[config.mk]
export PLATFORM = sky130hd
export DESIGN_NAME = latch_wr_ctrl
export DESIGN_NICKNAME = d
export VERILOG_FILES = /design/src/rtl/latch_wr_ctrl.sv
export SDC_FILE = /design/constraint.sdc
export NUM_CORES = 1
export LEC_CHECK = 0
export CAP_MARGIN = 20
export CORE_ASPECT_RATIO = 0.75
export CORE_MARGIN = 2
export CORE_UTILIZATION = 44
export CTS_CLUSTER_SIZE = 12
export DETAILED_ROUTE_END_ITERATION = 10
export PLACE_DENSITY_LB_ADDON = 0.08
export SETUP_SLACK_MARGIN = 0.2
export SYNTH_ARGS = -nofsm -noshare
export SYNTH_HDL_FRONTEND = slang
export SYNTH_SLANG_ARGS = --single-unit
[constraint.sdc]
create_clock -name clk -period 1.72 [get_ports clk]
set_input_delay 0.43 -clock clk [delete_from_list [all_inputs] [get_ports clk]]
set_output_delay 0.43 -clock clk [all_outputs]
set_load 0.03 [all_outputs]
[src/rtl/latch_wr_ctrl.sv]
// rtl/latch_wr_ctrl.sv - handshake-to-latch write strobe generator with programmable setup/pulse/hold.
// Optional readback compare and error counter enabled by LATCH_WR_READBACK_EN.
module latch_wr_ctrl #(
  parameter int WIDTH     = 8,
  parameter int SETUP_CYC = 2,
  parameter int PULSE_CYC = 3,
  parameter int HOLD_CYC  = 1
) (
  input  logic             clk,
  input  logic             rstn,
  input  logic             in_valid,
  input  logic [WIDTH-1:0] in_data,
  output logic             in_ready,
`ifdef LATCH_WR_READBACK_EN
  input  logic [WIDTH-1:0] lat_q,
  output logic             err,
  output logic [7:0]       err_cnt,
`endif
  output logic [WIDTH-1:0] lat_d,
  output logic             lat_en,
  output logic             busy
);

  localparam logic [7:0] SETUP_LD = 8'(SETUP_CYC - 1);
  localparam logic [7:0] PULSE_LD = 8'(PULSE_CYC - 1);
  localparam logic [7:0] HOLD_LD  = 8'(HOLD_CYC - 1);

  typedef enum logic [1:0] {
    IDLE  = 2'd0,
    SETUP = 2'd1,
    PULSE = 2'd2,
    HOLD  = 2'd3
  } state_t;

  state_t           state;
  state_t           state_nxt;
  logic [7:0]       cnt;
  logic [7:0]       cnt_nxt;
  logic             in_ready_nxt;
  logic             busy_nxt;
  logic             lat_en_nxt;
  logic [WIDTH-1:0] lat_d_nxt;

  always_ff @(posedge clk or negedge rstn) begin
    if (!rstn) begin
      state <= IDLE;
      cnt   <= 8'd0;
    end else begin
      state <= state_nxt;
      cnt   <= cnt_nxt;
    end
  end

  // Every output is computed one cycle ahead so the latch pins come straight from flops.
  always_comb begin
    state_nxt    = state;
    cnt_nxt      = cnt;
    in_ready_nxt = in_ready;
    busy_nxt     = busy;
    lat_en_nxt   = lat_en;
    lat_d_nxt    = lat_d;
    case (state)
      IDLE: begin
        in_ready_nxt = 1'b1;
        busy_nxt     = 1'b0;
        lat_en_nxt   = 1'b0;
        if (in_valid && in_ready) begin
          lat_d_nxt    = in_data;
          state_nxt    = SETUP;
          cnt_nxt      = SETUP_LD;
          in_ready_nxt = 1'b0;
          busy_nxt     = 1'b1;
        end
      end
      SETUP: begin
        if (cnt == 8'd0) begin
          state_nxt  = PULSE;
          cnt_nxt    = PULSE_LD;
          lat_en_nxt = 1'b1;
        end else begin
          cnt_nxt = cnt - 8'd1;
        end
      end
      PULSE: begin
        if (cnt == 8'd0) begin
          state_nxt  = HOLD;
          cnt_nxt    = HOLD_LD;
          lat_en_nxt = 1'b0;
        end else begin
          cnt_nxt = cnt - 8'd1;
        end
      end
      HOLD: begin
        if (cnt == 8'd0) begin
          state_nxt    = IDLE;
          cnt_nxt      = 8'd0;
          in_ready_nxt = 1'b1;
          busy_nxt     = 1'b0;
        end else begin
          cnt_nxt = cnt - 8'd1;
        end
      end
      default: begin
        state_nxt    = IDLE;
        cnt_nxt      = 8'd0;
        in_ready_nxt = 1'b0;
        busy_nxt     = 1'b0;
        lat_en_nxt   = 1'b0;
      end
    endcase
  end

  // Async clear drops lat_en at once so a partial write never leaves a latch open.
  always_ff @(posedge clk or negedge rstn) begin
    if (!rstn) begin
      in_ready <= 1'b0;
      busy     <= 1'b0;
      lat_en   <= 1'b0;
      lat_d    <= '0;
    end else begin
      in_ready <= in_ready_nxt;
      busy     <= busy_nxt;
      lat_en   <= lat_en_nxt;
      lat_d    <= lat_d_nxt;
    end
  end

`ifdef LATCH_WR_READBACK_EN
  logic hold_last;
  logic mismatch;

  always_comb begin
    hold_last = (state == HOLD) && (cnt == 8'd0);
    mismatch  = hold_last && (lat_q != lat_d);
  end

  always_ff @(posedge clk or negedge rstn) begin
    if (!rstn) begin
      err     <= 1'b0;
      err_cnt <= 8'd0;
    end else begin
      err <= mismatch;
      if (mismatch && (err_cnt != 8'hff)) begin
        err_cnt <= err_cnt + 8'd1;
      end
    end
  end
`endif

endmodule

==> results of run 1 <==
-- stage by stage --
| stage | util | cells | area (sq um) |
|---|---|---|---|
| 4_1_cts | 0.6710 | 163 | 1536 |
| 2_1_floorplan | - | 91 | 1075 |
| 5_1_grt | 0.6628 | 164 | 1518 |
| 3_3_place_gp | 0.5984 | 151 | 1370 |
| 3_5_place_dp | 0.5984 | 151 | 1370 |
| 6_report | 0.6628 | 164 | 1518 |
-- report_power, final --
part           internal [mW]  switching (mW)  leakage [nW]  total [mW]
Clock                 0.0890           0.168        0.0139       0.257
Sequential             0.716           0.204         0.256       0.920
Combinational           1.11            1.12         0.392        2.23
-- sequential cells by signal, indices dropped and copies added, names as in the netlist --
name	count
lat_en	1
cnt	8
in_ready	1
state	2
busy	1
lat_d	8
-- logic make-up (layout without fill, tap and decap cells) --
family | after synthesis | after routing
buffers and inverters | 6 | 45
multiplexers | 9 | 9
AND/OR/NAND/NOR | 28 | 28
flip-flops | 21 | 21
XOR/XNOR | 5 | 5
adder cells (fa/ha/maj) | 5 | 5
AO/OA/AOI/OAI | 17 | 17
-- cells in the final DEF (no fill, tap or decap), types with 2 or more instances in the layout --
master,n
a21oi_1,5
buf_4,14
buf_6,2
clkbuf_2,9
clkbuf_4,3
clkdlybuf4s50_1,10
dfrtp_1,19
dfrtp_2,2
ha_2,3
ha_4,2
inv_2,3
mux2_2,8
nand2_1,4
nand2b_1,2
nand3_1,2
nor2_1,9
nor4_4,2
xnor2_1,2
xor2_1,3
-- area by class of cell --
cell class | count | area (sq um) | share of cell area
timing repair buffer | 37 | 287.8 | 0.1896
clock buffer | 3 | 22.52 | 0.01484
clock inverter | 1 | 7.507 | 0.004946
multi-input combinational | 64 | 614.3 | 0.4048
sequential | 21 | 528.0 | 0.3479
tap | 34 | 42.54 | 0.02803
inverter | 4 | 15.01 | 0.009893
-- final timing paths --
kind / from / endpoint / slack [ns] / cells past startpoint
setup / recovery: cnt[0]$_DFFE_PN0N_ / cnt[4]$_DFFE_PN0N_ / 0.09 / 8
hold / removal: rstn / lat_en$_DFFE_PN0P_ / 0.44 / 2
setup reg to reg: cnt[0]$_DFFE_PN0N_ / cnt[4]$_DFFE_PN0N_ / 0.09 / 8
hold reg to reg: lat_en$_DFFE_PN0P_ / lat_en$_DFFE_PN0P_ / 0.51 / 2
max in group asynchronous: rstn / cnt[4]$_DFFE_PN0N_ / 1.05 / 2
min in group clk: lat_en$_DFFE_PN0P_ / lat_en$_DFFE_PN0P_ / 0.51 / 2
-- worst max-delay path, stage by stage, from the launching register on --
cell	delay [ns]
dfrtp_1	0.43
inv_2	0.08
ha_4	0.16
nor3b_4	0.15
buf_6	0.13
a211oi_4	0.27
buf_4	0.18
nor2_4	0.04
nor2_1	0.12
-- repair_timing --
| item | in CTS | in global routing |
|---|---|---|
| pin swaps | 4 | 5 |
| endpoints found under the setup margin | 19 | 24 |
| buffers inserted | 8 | 1 |
| gates resized for setup | 38 | 22 |
-- layer usage --
metal / routed length, um / vias to the layer above
met2: 1136 / 19
met4: 22 / 0
met5: 0 / -
met1: 1051 / 411
li1: - / 396
met3: 110 / 4
==> metrics, run 1 <==
status finished clean; Hold Buf Count CTS 0; Detailed Routing Iterations Pass 1 4; synth cell count leaders dfrtp_1, nor2_1, mux2_2; GRT Max-Usage Layer met2; clk sinks 21; count leader, synth dfrtp_1; Final Hold Fails 0; xor and xnor fraction of the mapped netlist area 0.04152; row count 15; mean post-synth cell area 11.59 sq um; via count of the first global-routing pass 824; Die X 60.54 um; Clock Skews 0.001461 ns; top cell type's share of synthesized area 0.4982; worst min-delay path class in2async; Post-Syn Instances 91; first-pass GRT wire length 3877 um; Layout area overhead 43.89%; grt total ovfl 0; global routing usage on met2 0.3239; CTS tree yes; DP HPWL 1548 um; sequential-to-total area share from yosys stat 0.4982; #FFs+latches synth 21; antenna violations before repair 0; DRT Wirelength 2322 um; Clock Tree Root clkbuf_4; min cycle time layout 1.635 ns; pre-CTS setup slack 0.002653 ns; Hold WS 0.4396 ns; setup ws final 0.08534 ns; mux share of post-synthesis cell area 0.09964; Netlist cell types 33; largest net degree at the start of global routing 22; DIE HEIGHT 46.40 um; Worst EP required 1.97 ns; DRT iter0 DRCs 36; CTS max path bufs 2; fin. max-slew vios 0; leakage power 0.6628 nW; clk_lat worst skew 0.32 ns; largest family of logic cells by synthesized area simple AND/OR/NAND/NOR gates; core area 0.002290 sq mm; total CTS buffers 3; most area-hungry cell type in the Yosys netlist dfrtp_1; Worst-Margin Slew 0.3061 ns; DRC violations left 0; Fin Setup TNS 0 ns; Final nets 147; Max-slew headroom 0.7953; Fillers 189; post-synthesis async set-or-reset flop share 1.000; IO buf count 21; gr usage total 0.1982; fmax 0.6117 GHz; Period Utilization, post-route 0.9504; maximum capacitance violations 0; CP Data Arrival Time 1.89 ns; synth top area cells dfrtp_1, mux2_2, ha_1; final setup fails 0; Antenna Nets Post-Route 0; EDFF count, synth 0; synthesized area 0.001055 sq mm; PwrDens 2246 mW/mm^2; Die ar. 0.002809 sq mm; Setup crit start kind flip-flop; RSZ-0062 raised after global routing yes; Final Power 3.408 mW; Reg clk slew, reported paths 0.13 ns; Crit Path Max Fanout 5; crit path kind reg2reg; initial core utilization 0.4607; met1 usage 0.2549; VDD IR-drop max 0.001003 V; routability congestion estimate 0.8475; compound-gate portion of the synthesized area 0.1151; layout cell share with drive strength beyond 1 0.5154; WL/cell 14.16 um; H-Tree Depth 1; simple-gate share of the synthesized area 0.1625; vias per std cell 5.061; IO Count 22; met3 Track Usage GR 0.06742; Critical Path End Type flip-flop; Post-synth top flop dfrtp_1; yosys warns 0; Adder-Cell Fraction of Synth Area 0.05931; ant diodes 0; Syn Nets 107; Via Count 830
Note: power is estimated with default switching activity, not from simulation.
==> run 2: changes to the inputs <==
--- a/config.mk
+++ b/config.mk
@@ -5,10 +5,11 @@
 export SDC_FILE = /design/constraint.sdc
 export NUM_CORES = 1
 export LEC_CHECK = 0
+export ABC_CLOCK_PERIOD_IN_PS = 2000
 export CAP_MARGIN = 20
 export CORE_ASPECT_RATIO = 0.75
 export CORE_MARGIN = 2
-export CORE_UTILIZATION = 44
+export CORE_UTILIZATION = 53
 export CTS_CLUSTER_SIZE = 12
 export DETAILED_ROUTE_END_ITERATION = 10
 export PLACE_DENSITY_LB_ADDON = 0.08
==> constraint.sdc (replaced) <==
create_clock -name clk -period 2 [get_ports clk]
set_input_delay 0.3 -clock clk [delete_from_list [all_inputs] [get_ports clk]]
set_output_delay 0.3 -clock clk [all_outputs]
set_load 0.03 [all_outputs]
==> run 2 against run 1 <==
  * Routed wire length fell by 9.0%
  * Critical path depth fell by 7
  * Sequential share of layout area rose by 4.3 points
  * Largest cell class is now sequential cells
==> metrics, run 2 (same netlist as run 1, synthesis figures left out) <==
Crit Path Max Fanout 5; ant diodes 0; clk sinks 21; row count 13; P_int 1.403 mW; Comb pwr share 0.605; Crit path buffers/inverters 1; DIE HEIGHT 42.64 um; min cycle time layout 1.749 ns; Via Count 751; share of power burned in registers 0.312; maximum capacitance violations 0; CTS max path bufs 2; Die X 55.51 um; via count of the first global-routing pass 757; Top Registers cnt: 8 flops, lat_d: 8 flops, state: 2 flops; Critical Path Stages 1; Antenna Nets Post-Route 0; Setup crit start in_ready$_DFFE_PN0P_; worst min-delay path class in2async; final setup fails 0; Fin Setup TNS 0 ns; VDD IR-drop max 0.001285 V; routability congestion estimate 0.8240; CP Data Arrival Time 1.45 ns; Detailed Routing Iterations Pass 1 4; DRT iter0 DRCs 18; fmax 0.5718 GHz; PwrDens 1835 mW/mm^2; fin. max-slew vios 0; reg2reg path depth 6; IO Count 22; initial core utilization 0.5842; setup ws final 0.2512 ns; RSZ-0062 raised after global routing no; Final Hold Fails 0; Die ar. 0.002367 sq mm; Critical Path End Type primary output; Slowest Stage Delay on Critical Path 0.71 ns; Setup crit start kind flip-flop; Max-slew headroom 0.7775; crit path kind reg2out; WL/cell 15.10 um; Slowest-stage cell, CP clkdlybuf4s50_1; Clock Tree Root clkbuf_4; clk_lat worst skew 0.31 ns; cell family with most CP delay buffers and inverters; Period Utilization, post-route 0.8744; cell total after placement 136; Clock Skews 0.01003 ns; CTS tree yes; total CTS buffers 3; clock power share 0.083; Critical R2R Launch cnt[0]$_DFFE_PN0N_; Fillers 115; grt total ovfl 0; status finished clean; Layout Cells excl Fill 140; antenna violations before repair 0; FF-to-FF setup slack 0.30 ns; leakage power 0.5932 nW; Layout area overhead 27.52%; critical path, cell by cell clkdlybuf4s50_1; DP HPWL 1597 um; Setup Buffers After CTS 0; core area 0.001805 sq mm; H-Tree Depth 1; Reg clk slew, reported paths 0.12 ns; pre-CTS setup slack 0.2402 ns; Worst-Margin Slew 0.3325 ns; largest net degree at the start of global routing 22; IO buf count 21; DRT Wirelength 2114 um; Worst EP required 1.70 ns; most frequent cells in the layout dfrtp_1, clkdlybuf4s50_1, nor2_1; Final nets 135; fin util 0.7450; vias per std cell 5.364; first-pass GRT wire length 3477 um; sw frac 0.4317; DRC violations left 0; Net Switching 1.065 mW; layout cell share with drive strength beyond 1 0.2288; gr usage total 0.1960
-- run 2: layout make-up --
class	instances	area [sq um]	area share
clock buffer	3	22.52	0.01674
clock inverter	1	5.005	0.003721
inverter	4	15.01	0.01116
multi-input combinational	64	509.2	0.3786
sequential	21	525.5	0.3907
tap	22	27.53	0.02047
timing repair buffer	25	240.2	0.1786
-- run 2: repair_timing --
item | in CTS | in global routing
resized for setup | 0 | 1
endpoints found under the setup margin | 0 | 6
hold buffers | 0 | 0
-- run 2: path summary, 6_finish.rpt --
| kind | endpoint |
|---|---|
| min in group clk | lat_d[6]$_DFFE_PN0P_ |
| max in group asynchronous | state[0]$_DFFE_PN0P_ |
| hold / removal | cnt[5]$_DFFE_PN0N_ |
| setup / recovery | in_ready |
| setup reg to reg | state[1]$_DFFE_PN0P_ |
| hold reg to reg | lat_d[6]$_DFFE_PN0P_ |
-- run 2: routing by layer --
layer | share of wire | global-route usage | wire length, um
met3 | 0.048 | 0.06790 | 101
met1 | 0.46 | 0.2554 | 965
met4 | 0.017 | 0.07317 | 36
met2 | 0.48 | 0.3024 | 1011
met5 | 0 | 0 | 0
-- run 2: metrics by stage --
stage	hold WS [ns]	power, mW	area, sq um
6_report	0.3091	2.468	1345
5_1_grt	0.3472	2.640	1345
4_1_cts	0.3142	2.465	1340
3_5_place_dp	0.4922	2.258	1313
3_3_place_gp	0.4881	2.196	1313
2_1_floorplan	0.004409	1.800	1055
-- run 2: power groups by stage --
| stage | Combinational [mW] | Clock (mW) | Sequential [mW] |
|---|---|---|---|
| global route | 1.62 | 0.227 | 0.796 |
| finish | 1.49 | 0.206 | 0.769 |
| global placement | 1.43 | 0 | 0.766 |
| floorplan | 0.845 | 0 | 0.954 |
| CTS | 1.49 | 0.210 | 0.770 |
| detailed placement | 1.48 | 0 | 0.779 |
